**src/rtl/up_bus_arbiter.sv**
```systemverilog
// Two-master round-robin arbiter for the up register bus, one transaction outstanding.
// Define UP_ARB_TIMEOUT_EN to force-complete WAIT after TIMEOUT_CYCLES without a matching ack.

module up_bus_arbiter_port (
  input  logic        up_clk,
  input  logic        up_rstn,
  input  logic        fin,
  input  logic        wr,
  input  logic [31:0] rd_val,
  output logic        wack,
  output logic        rack,
  output logic [31:0] rdata
);
  always_ff @(posedge up_clk or negedge up_rstn) begin
    if (!up_rstn) begin
      wack  <= 1'b0;
      rack  <= 1'b0;
      rdata <= '0;
    end else begin
      wack <= fin & wr;
      rack <= fin & ~wr;
      if (fin & ~wr) rdata <= rd_val;
    end
  end
endmodule

module up_bus_arbiter #(
  parameter int ADDR_WIDTH     = 14,
  parameter int TIMEOUT_CYCLES = 255
) (
  input  logic                  up_clk,
  input  logic                  up_rstn,
  input  logic                  m0_wreq,
  input  logic [ADDR_WIDTH-1:0] m0_waddr,
  input  logic [31:0]           m0_wdata,
  output logic                  m0_wack,
  input  logic                  m0_rreq,
  input  logic [ADDR_WIDTH-1:0] m0_raddr,
  output logic [31:0]           m0_rdata,
  output logic                  m0_rack,
  input  logic                  m1_wreq,
  input  logic [ADDR_WIDTH-1:0] m1_waddr,
  input  logic [31:0]           m1_wdata,
  output logic                  m1_wack,
  input  logic                  m1_rreq,
  input  logic [ADDR_WIDTH-1:0] m1_raddr,
  output logic [31:0]           m1_rdata,
  output logic                  m1_rack,
  output logic                  up_wreq,
  output logic [ADDR_WIDTH-1:0] up_waddr,
  output logic [31:0]           up_wdata,
  input  logic                  up_wack,
  output logic                  up_rreq,
  output logic [ADDR_WIDTH-1:0] up_raddr,
  input  logic [31:0]           up_rdata,
  input  logic                  up_rack,
  output logic [15:0]           up_timeout_cnt
);
  localparam int NM = 2;

  typedef enum logic [1:0] {IDLE, ISSUE, WAIT, DONE} state_t;
  state_t state, state_nxt;

  logic [NM-1:0]                 wreq_v, rreq_v, pend, fin_v, wack_v, rack_v;
  logic [NM-1:0][ADDR_WIDTH-1:0] waddr_v, raddr_v;
  logic [NM-1:0][31:0]           wdata_v, rdata_v;

  assign wreq_v  = {m1_wreq, m0_wreq};
  assign rreq_v  = {m1_rreq, m0_rreq};
  assign waddr_v = {m1_waddr, m0_waddr};
  assign raddr_v = {m1_raddr, m0_raddr};
  assign wdata_v = {m1_wdata, m0_wdata};
  assign pend    = wreq_v | rreq_v;

  logic sel, sel_wr, gnt, gnt_wr, last_grant, ack_match, expire, fin;

  // Tie goes to the master not served last; a write beats a read from the same master.
  assign sel       = (pend[0] & pend[1]) ? ~last_grant : pend[1];
  assign sel_wr    = wreq_v[sel];
  assign ack_match = gnt_wr ? up_wack : up_rack;
  assign fin       = (state == WAIT) & (ack_match | expire);

  always_ff @(posedge up_clk or negedge up_rstn) begin
    if (!up_rstn) state <= IDLE;
    else          state <= state_nxt;
  end

  always_comb begin
    state_nxt = state;
    case (state)
      IDLE:    if (|pend) state_nxt = ISSUE;
      ISSUE:   state_nxt = WAIT;
      WAIT:    if (fin) state_nxt = DONE;
      DONE:    state_nxt = IDLE;
      default: state_nxt = IDLE;
    endcase
  end

  always_ff @(posedge up_clk or negedge up_rstn) begin
    if (!up_rstn) begin
      gnt        <= 1'b0;
      gnt_wr     <= 1'b0;
      last_grant <= 1'b1;
      up_wreq    <= 1'b0;
      up_rreq    <= 1'b0;
      up_waddr   <= '0;
      up_raddr   <= '0;
      up_wdata   <= '0;
    end else begin
      up_wreq <= 1'b0;
      up_rreq <= 1'b0;
      if (state == IDLE && |pend) begin
        gnt     <= sel;
        gnt_wr  <= sel_wr;
        up_wreq <= sel_wr;
        up_rreq <= ~sel_wr;
        if (sel_wr) begin
          up_waddr <= waddr_v[sel];
          up_wdata <= wdata_v[sel];
        end else begin
          up_raddr <= raddr_v[sel];
        end
      end
      if (state == DONE) last_grant <= gnt;
    end
  end

  for (genvar i = 0; i < NM; i++) begin : g_port
    assign fin_v[i] = fin & (gnt == 1'(i));
    up_bus_arbiter_port u_port (
      .up_clk  (up_clk),
      .up_rstn (up_rstn),
      .fin     (fin_v[i]),
      .wr      (gnt_wr),
      .rd_val  (ack_match ? up_rdata : 32'hDEAD_DEAD),
      .wack    (wack_v[i]),
      .rack    (rack_v[i]),
      .rdata   (rdata_v[i])
    );
  end

  assign m0_wack  = wack_v[0];
  assign m0_rack  = rack_v[0];
  assign m0_rdata = rdata_v[0];
  assign m1_wack  = wack_v[1];
  assign m1_rack  = rack_v[1];
  assign m1_rdata = rdata_v[1];

`ifdef UP_ARB_TIMEOUT_EN
  // Expiry fires on the TIMEOUT_CYCLES-th WAIT cycle; counter reads 0 on the first.
  localparam logic [15:0] TMO_LAST = 16'(TIMEOUT_CYCLES - 1);
  logic [15:0] tmo_cnt;

  assign expire = (state == WAIT) && (tmo_cnt == TMO_LAST);

  always_ff @(posedge up_clk or negedge up_rstn) begin
    if (!up_rstn) begin
      tmo_cnt        <= '0;
      up_timeout_cnt <= '0;
    end else begin
      if (state == ISSUE)     tmo_cnt <= '0;
      else if (state == WAIT) tmo_cnt <= tmo_cnt + 16'd1;
      if (expire && !ack_match && up_timeout_cnt != 16'hFFFF)
        up_timeout_cnt <= up_timeout_cnt + 16'd1;
    end
  end
`else
  assign expire         = 1'b0;
  assign up_timeout_cnt = '0;
`endif

endmodule

```
**config.mk**
```make
export PLATFORM = sky130hd
export DESIGN_NAME = up_bus_arbiter
export DESIGN_NICKNAME = d
export VERILOG_FILES = /design/src/rtl/up_bus_arbiter.sv
export SDC_FILE = /design/constraint.sdc
export NUM_CORES = 1
export LEC_CHECK = 0
export BUFFER_PORTS_ARGS = -buffer_cell sky130_fd_sc_hd__buf_4
export CELL_PAD_IN_SITES_DETAIL_PLACEMENT = 1
export CELL_PAD_IN_SITES_GLOBAL_PLACEMENT = 2
export CORE_ASPECT_RATIO = 1.1
export CORE_MARGIN = 1.5
export CORE_UTILIZATION = 25
export DETAILED_ROUTE_END_ITERATION = 16
export GPL_ROUTABILITY_DRIVEN = 0
export PLACE_DENSITY_LB_ADDON = 0.1
export SKIP_CTS_REPAIR_TIMING = 1
export SLEW_MARGIN = 20
export SYNTH_ARGS = -nofsm -noshare
export SYNTH_HDL_FRONTEND = slang
export SYNTH_SLANG_ARGS = --single-unit
```
**constraint.sdc**
```tcl
create_clock -name up_clk -period 1.65 [get_ports up_clk]
set_input_delay 0.33 -clock up_clk [delete_from_list [all_inputs] [get_ports up_clk]]
set_output_delay 0.33 -clock up_clk [all_outputs]
set_load 0.005 [all_outputs]
```
; Word-level counts from Yosys, hierarchy flattened
; Cells that the tools add are included.
[word_totals]
reg_bits = 135
input_bits = 160
word_cells = 56
[classes]
magnitude_cmp = 1
eq_ne = 5
muxes = 16
n_bitwise = 13
reduce_logical = 6
[ops]
columns = cell, count
row1 = $mux W32, 3
row2 = $mux W14, 4
row3 = $and A1 B1 Y1, 8
row4 = $pmux W2 S4, 1
row5 = $mux W1, 6
row6 = $reduce_and A2 Y1, 3
row7 = $eq A2 B2 Y1 const B, 2
row8 = $mux W2, 2
row9 = $ne A2 B2 Y1 const B, 2
row10 = $not A1 Y1, 4
row11 = $eq A2 B1 Y1 const B, 1
row12 = $logic_not A2 Y1, 1
row13 = $lt A1 B2 Y1 const B, 1
row14 = $or A2 B2 Y2, 1
row15 = $reduce_or A2 Y1, 1
row16 = $logic_and A1 B1 Y1, 1

; Depth between registers and ports, before layout
; Gate-level depths: netlist of the first run.
[depth]
word_depth = 7
ltp_mapped = 8
ltp_nobuf = 6

; Modules after synthesis
; A second synthesis of the first run with hierarchy kept.
[hier_totals]
cells_unflattened = 429
hier_area_um2 = 6647.6
[modules_own_cells]
columns = module, instances, cells_each, area_per_inst_um2
row1 = up_bus_arbiter, 1, 285, 3822.4
row2 = up_bus_arbiter_port, 2, 72, 1412.6

; Worst setup path before layout of the first run
; No wires, ideal clock.
[synth_path]
kind = flip-flop to flip-flop
startpoint = register state[0]
endpoint = register up_waddr[0]
setup_time_ns = 0.125
arrival_time_ns = 1.520
required_ns = 1.525
slack_ns = 0.005
path_stages_with_launch = 8
n_path_buf = 2
path_cell_list = dfrtp_1 -> inv_1 -> ha_1 -> nand2_1 -> nor2_2 -> buf_6 -> buf_6 -> mux2_4
[synth_via]
elab_chain_len = 3
[synth_rtl]
columns = item, line
row1 = from (decl), 62  ; state_t state, state_nxt;
row2 = from (signal assigned), 85  ; else state <= state_nxt;
row3 = $logic_not A2 Y1, 112  ; if (state == IDLE && |pend) begin
row4 = $logic_and A1 B1 Y1, 112
row5 = $reduce_and A2 Y1 (no line), --
row6 = to (signal assigned), 118  ; up_waddr <= waddr_v[sel];
row7 = to (decl), 50  ; output logic [ADDR_WIDTH-1:0] up_waddr,
; Every way passes these cells.
; A chain may end at the register's enable or synchronous reset.

; Worst setup path in the final report of the first run
[layout_path]
startpoint = register last_grant
endpoint = register up_waddr[1]
[layout_via]
elab_chain_len = 5
[layout_rtl]
columns = item, line
row1 = from (decl), 75  ; logic sel, sel_wr, gnt, gnt_wr, last_grant, ack_match, expire, fin;
row2 = from (signal assigned), 124  ; if (state == DONE) last_grant <= gnt;
row3 = $not A1 Y1 (*), 78  ; assign sel = (pend[0] & pend[1]) ? ~last_grant : pend[1];
row4 = $mux W1 (*), 78
row5 = $mux W1 (implied by the code) (2 in a row), 79  ; assign sel_wr = wreq_v[sel];
row6 = $reduce_and A2 Y1 (no line), --
; Mark *: on every way between the ends. The rest lies on a longest branch, timed or not. The select of a mux whose other input is x is not followed.

==> results of run 1 <==
[cells by family after synthesis]
logic type	after synthesis	share of synthesized area
buf+inv	53	0.0564
flops	135	0.534
simple gates	128	0.0811
fa+ha+maj	4	0.00791
compound gates	91	0.0769
other cells	1	0.000593
mux	108	0.243
[per-layer routing]
metal,wire length (µm),GRT usage,share of wire,up-vias
met4,415,0.0543,0.020,0
met1,8120,0.175,0.39,2506
met5,0,0,0,-
met2,11300,0.287,0.54,169
li1,-,-,-,2376
met3,1190,0.0461,0.057,26
[critical path, stage by stage (launching register included)]
cell,delay (ns)
dfstp_2,0.56
o21ai_2,0.07
o21ai_4,0.12
buf_12,0.25
mux2_4,0.32
mux2_4,0.25
[area by class of cell]
type | count | area, µm²
fill | 2687 | 14600
multi-input combinational | 347 | 2810
sequential | 135 | 3380
clock buffer | 19 | 453
timing repair buffer | 334 | 2780
inverter | 6 | 25.0
clock inverter | 11 | 221
tap | 310 | 388
[power by group]
part	internal, mW	switching, mW
combinational	4.80	3.08
sequential	4.83	0.947
clock	2.91	1.53
[how the worst min path moves through the flow]
stage / cells past startpoint / slack (ns) / endpoint / start
6_report: 3 / 0.17 / g_port[0].u_port.rdata[21] / up_rdata[21]
5_1_grt: 3 / 0.16 / g_port[0].u_port.rdata[18] / up_rdata[18]
4_1_cts: 1 / -0.17 / up_raddr[12] / up_rstn
3_5_place_dp: 1 / 0.29 / up_raddr[12] / up_rstn
3_3_place_gp: 1 / 0.29 / up_raddr[12] / up_rstn
2_1_floorplan: 0 / 0.03 / g_port[0].u_port.rack / up_rstn
[cells in the final DEF (no fill, tap or decap), types with 2 or more instances in the layout]
cell	Yosys	routed
nand2_2	0	11
inv_2	1	2
clkbuf_8	0	2
buf_12	0	15
a21oi_2	0	2
nand3_2	0	2
conb_1	1	16
mux2_2	3	2
mux2i_1	14	14
clkinvlp_4	0	2
nor2_1	27	26
mux2_4	90	91
o21ai_1	25	18
a21oi_1	5	3
nand2_1	90	75
dfrtp_1	134	134
ha_1	4	2
nand2_4	0	4
inv_1	5	3
clkinv_4	0	2
bufinv_16	0	6
buf_4	18	308
clkbuf_16	0	20
o21ai_2	2	8
buf_6	11	6
o21ai_0	54	54
[sequential cells by signal (all words and copies together), names as in the netlist, 2 cells and up]
signal               count
g_port.u_port.rdata     64
up_wdata                32
up_raddr                14
up_waddr                14
g_port.u_port.rack       2
g_port.u_port.wack       2
state                    2
[per-stage QoR]
| stage | instances | hold WS (ns) | total power [mW] |
|---|---|---|---|
| after detailed placement | 1122 | 0.290 | 13.3 |
| after global placement | 1122 | 0.289 | 13.0 |
| after floorplan | 535 | 0.0344 | 9.30 |
| after CTS | 1152 | -0.167 | 17.8 |
| after global routing | 1162 | 0.161 | 19.2 |
| final | 1162 | 0.172 | 18.1 |
[cells in the mapped netlist (2+ instances only)]
master	n
nor2_1	27
dfrtp_1	134
o21ai_0	54
buf_6	11
mux2i_1	14
mux2_2	3
clkbuf_1	12
buf_2	6
ha_1	4
nand2_1	90
nand3_1	3
buf_4	18
o21ai_1	25
inv_1	5
o21ai_2	2
nor2b_1	2
mux2_4	90
a21oi_1	5
==> results.tsv, run 1 <==
stage	metric	value	unit
cts	clock tree sinks	135	
routing	DRC Markers	0	
sta	RSZ-0062 raised after global routing	yes	
cts	Clock Latency Late Sink	0.42	ns
routing	DR WL/cell	18.1	µm
sta	endpoints failing setup	39	
worst_setup_path	FF-to-FF setup slack	-0.06	ns
sta	min Tclk post-route	1.71	ns
sta	Final Skew	0.0112	ns
synthesis	Synth cell types	33	
worst_setup_path	CP endpoint	up_waddr[1]	
worst_setup_path	critical-path maximum fanout	20	
synthesis	Synth warnings	0	
worst_setup_path	R2R depth	5	
placement	pre-CTS setup slack	-0.106	ns
floorplan	Rows	60	
final_layout	fin area	10100	µm²
final_layout	share of cells above drive strength 1	0.582	
worst_setup_path	CP Class	flop to flop	
synthesis	Avg Cell Area, Syn	12.2	µm²
routing	router iterations before antenna repair	4	
grt	vias in the first global route	5582	
routing	Vias/cell	4.37	
routing	DR vias	5077	
floorplan	die area	26300	µm²
synthesis	asr flop ratio synth	1.00	
grt	initial antenna violation count	0	
final_layout	Final Util	0.408	
synthesis	area leader, netlist	dfrtp_1	
floorplan	die width	155	µm
worst_setup_path	R2R Path End	up_waddr[1]	
run_status	status	finished, violations left	
routing	final wirelength	21000	µm
synthesis	Seq cells post-synth	135	
synthesis	synth top area cells	dfrtp_1 53%, mux2_4 21%, nand2_1 5.3%	
run	MaxCap Viol Count	0	
final_layout	nets	1005	
power_and_ir_drop	PD cells	1800	nW/µm²
floorplan	Initial Util	0.257	
sta	Hold Vio Cnt, Final	0	
power_and_ir_drop	LEAKAGE	5.16	nW
cts	H-tree Lvls	4	
sta	fin crit share	1.04	
final_layout	P&R area growth vs syn	59.0	%
synthesis	synthesized instance count	520	
worst_setup_path	FF-to-FF Start	last_grant	
cts	Clock transition at path regs	0.06	ns
cts	clock root buffer master	clkbuf_16	
grt	Overflow after GRT	0	
routing	Detail Route Antenna Nets	0	
power_and_ir_drop	Max rail drop VDD	0.573	mV
synthesis	top_reg_cell synth	dfrtp_1	
worst_setup_path	crit start category	flop	
sta	Pins Over Slew Limit	0	
floorplan	Boundary Pins	306	
worst_setup_path	CP Capture Type	flop	
worst_setup_path	CP Launch Point	last_grant	
placement	number of I/O port buffers	289	
grt	first-pass GRT wire length	31500	µm
cts	Num CTS Buffers	17	
cts	Clock Path Buffers	2	
synthesis	Syn Std Cell Area	6330	µm²
floorplan	die height	170	µm
placement	detailed placement HPWL	15600	µm
run_status	failing checks	setup timing	
worst_setup_path	CP required	1.95	ns
sta	Sum Neg Setup Slack	-0.971	ns
synthesis	top-area cell type share of the netlist area	0.530	
floorplan	Core Area	24600	µm²
worst_hold_path	HP Class	input pin to flop	
sta	final worst slack	-0.0611	ns
sta	FMAX	584	MHz
cts	CTS tree	yes	
synthesis	number of synthesized flops with an enable pin	0	
grt	Total GRT Usage	0.158	
placement	placed cell area	9070	µm²
synthesis	post-synthesis sequential area ratio	0.534	
final_layout	ant diodes	0	
worst_setup_path	Data arrival, critical path	2.01	ns
routing	DRT iter0 DRCs	134	
grt	largest net degree at the start of global routing	39	
Note: power is estimated with default switching activity, not from simulation.
==> inputs of run 2 (changes only) <==
Clock period 1.65 ns to 1.4 ns, I/O delays scaled along.
==> run 2 against run 1 <==
Against the previous run:
- the flow still finishes with violations (setup timing)
- final area is 8.6% higher
- global-route usage down 0.19 points
- total power increased by 23%
- via count increased by 4.1%
- non-clock buffer count up 14
- register-to-register slack got worse by 0.26 ns
- critical endpoint is now up_wdata[31]
==> results.tsv, run 2 (synthesis results as in run 1) <==
stage	metric	value	unit	change
run_status	status	finished, violations left		
run_status	failing checks	setup timing		
worst_hold_path	HP Class	input pin to flop		
routing	DR vias	5285		+4.1%
worst_setup_path	CP Launch Point	last_grant		
floorplan	Boundary Pins	306		unchanged
grt	Total GRT Usage	0.156		-0.00187
final_layout	biggest regs	g_port.u_port.rdata x64, up_wdata x32		
grt	first-pass GRT wire length	31200	µm	-1.1%
cts	clock root buffer master	clkbuf_16		
grt	Overflow after GRT	0		unchanged
run	MaxCap Viol Count	0		unchanged
final_layout	P&R area growth vs syn	72.7	%	
final_layout	Top reg by flops	g_port.u_port.rdata		
routing	router iterations before antenna repair	4		unchanged
final_layout	ant diodes	0		unchanged
final_layout	share of cells above drive strength 1	0.722		+0.139
floorplan	die area	26300	µm²	unchanged
final_layout	number of flip-flops in the largest register	64		unchanged
worst_hold_path	hold path start	up_rdata[7]		
worst_setup_path	FF-to-FF Start	last_grant		
placement	number of I/O port buffers	289		unchanged
sta	fin crit share	1.23		+0.192
sta	Sum Neg Setup Slack	-22.25	ns	-21.28 ns
cts	clock tree sinks	135		unchanged
sta	RSZ-0062 raised after global routing	yes		
sta	Final Skew	0.0131	ns	+0.00192 ns
routing	DRT iter0 DRCs	164		+22%
cts	CTS tree	yes		
routing	DR WL/cell	19.7	µm	+9.0%
sta	FMAX	581	MHz	-0.55%
sta	endpoints failing setup	125		+220%
worst_setup_path	CP Capture Type	flop		
floorplan	die width	155	µm	unchanged
sta	worst hold slack	0.108	ns	-0.0640 ns
routing	Vias/cell	4.48		+2.6%
final_layout	nets	1020		+1.5%
worst_setup_path	critical-path maximum fanout	26		+30%
floorplan	Rows	60		unchanged
worst_setup_path	R2R depth	5		unchanged
sta	Pins Over Slew Limit	0		unchanged
final_layout	commonest non-fill, non-tap cells in the layout	304 x buf_4, 134 x dfrtp_1, 93 x mux2_4, 53 x o21ai_2, 50 x nand2_4		
worst_hold_path	Hold Crit Depth	3		unchanged
cts	Clock Path Buffers	2		unchanged
final_layout	commonest non-fill, non-tap cell in the layout	buf_4		
cts	Num CTS Buffers	17		unchanged
routing	final wirelength	23200	µm	+11%
power_and_ir_drop	Max rail drop VDD	0.655	mV	+14%
final_layout	Filler cells	2623		-2.4%
grt	vias in the first global route	5515		-1.2%
grt	initial antenna violation count	0		unchanged
grt	largest net degree at the start of global routing	36		-7.7%
worst_setup_path	CP required	1.70	ns	-0.25 ns
sta	min Tclk post-route	1.72	ns	+0.00943 ns
cts	H-tree Lvls	4		unchanged
floorplan	Core Area	24600	µm²	unchanged
power_and_ir_drop	LEAKAGE	5.43	nW	+5.1%
routing	DRC Markers	0		unchanged
power_and_ir_drop	PD cells	2040	nW/µm²	+13%
cts	Clock Latency Late Sink	0.43	ns	about the same
floorplan	die height	170	µm	unchanged
cts	Clock transition at path regs	0.07	ns	about the same
worst_setup_path	Data arrival, critical path	2.02	ns	about the same
worst_setup_path	crit start category	flop		
sta	final worst slack	-0.321	ns	-0.259 ns
floorplan	Initial Util	0.257		unchanged
worst_setup_path	CP Class	flop to flop		
placement	detailed placement HPWL	15500	µm	-0.44%
routing	Detail Route Antenna Nets	0		unchanged
sta	Hold Vio Cnt, Final	0		unchanged
[run 2: worst max-delay path: stages (launching register included)]
cell	delay (ns)
dfstp_2	0.56
o21ai_2	0.07
o21ai_4	0.10
buf_12	0.26
mux2_4	0.32
mux2_4	0.25
[run 2: layer usage]
| layer | part of all wire | global-route usage |
|---|---|---|
| met1 | 0.41 | 0.177 |
| met2 | 0.53 | 0.280 |
| met3 | 0.052 | 0.0433 |
| met4 | 0.016 | 0.0548 |
| met5 | 0 | 0 |
[run 2: worst paths after layout]
kind / endpoint / slack [ns]
worst max register to register: up_wdata[31] / -0.32
worst min-delay path: g_port[1].u_port.rdata[7] / 0.11
max in group asynchronous: up_wdata[4] / 0.52
min in group asynchronous: g_port[0].u_port.rdata[10] / 0.35
worst max-delay path: up_wdata[31] / -0.32
worst min register to register: up_raddr[12] / 0.49
[run 2: area by class of cell]
| class | count | area (µm²) | area share |
|---|---|---|---|
| multi-input combinational | 348 | 3450 | 0.316 |
| sequential | 135 | 3380 | 0.309 |
| timing repair buffer | 348 | 3110 | 0.284 |
| clock buffer | 19 | 453 | 0.0415 |
| tap | 310 | 388 | 0.0355 |
| clock inverter | 13 | 120 | 0.0110 |
| inverter | 6 | 30.0 | 0.00275 |
[run 2: per-stage QoR]
step	utilization	instance area [µm²]	cells	setup WS (ns)	power (mW)
after floorplan	-	6440	535	-0.204	11.1
after global placement	0.370	9100	1121	-0.272	15.3
after detailed placement	0.370	9100	1121	-0.307	15.6
after CTS	0.393	9680	1153	-0.313	20.2
after global routing	0.444	10900	1179	-0.365	23.6
final	0.444	10900	1179	-0.321	22.3
[run 2: where the power goes]
part | internal, mW | switching, mW
sequential | 5.70 | 1.43
clock | 2.55 | 1.87
combinational | 6.52 | 4.23
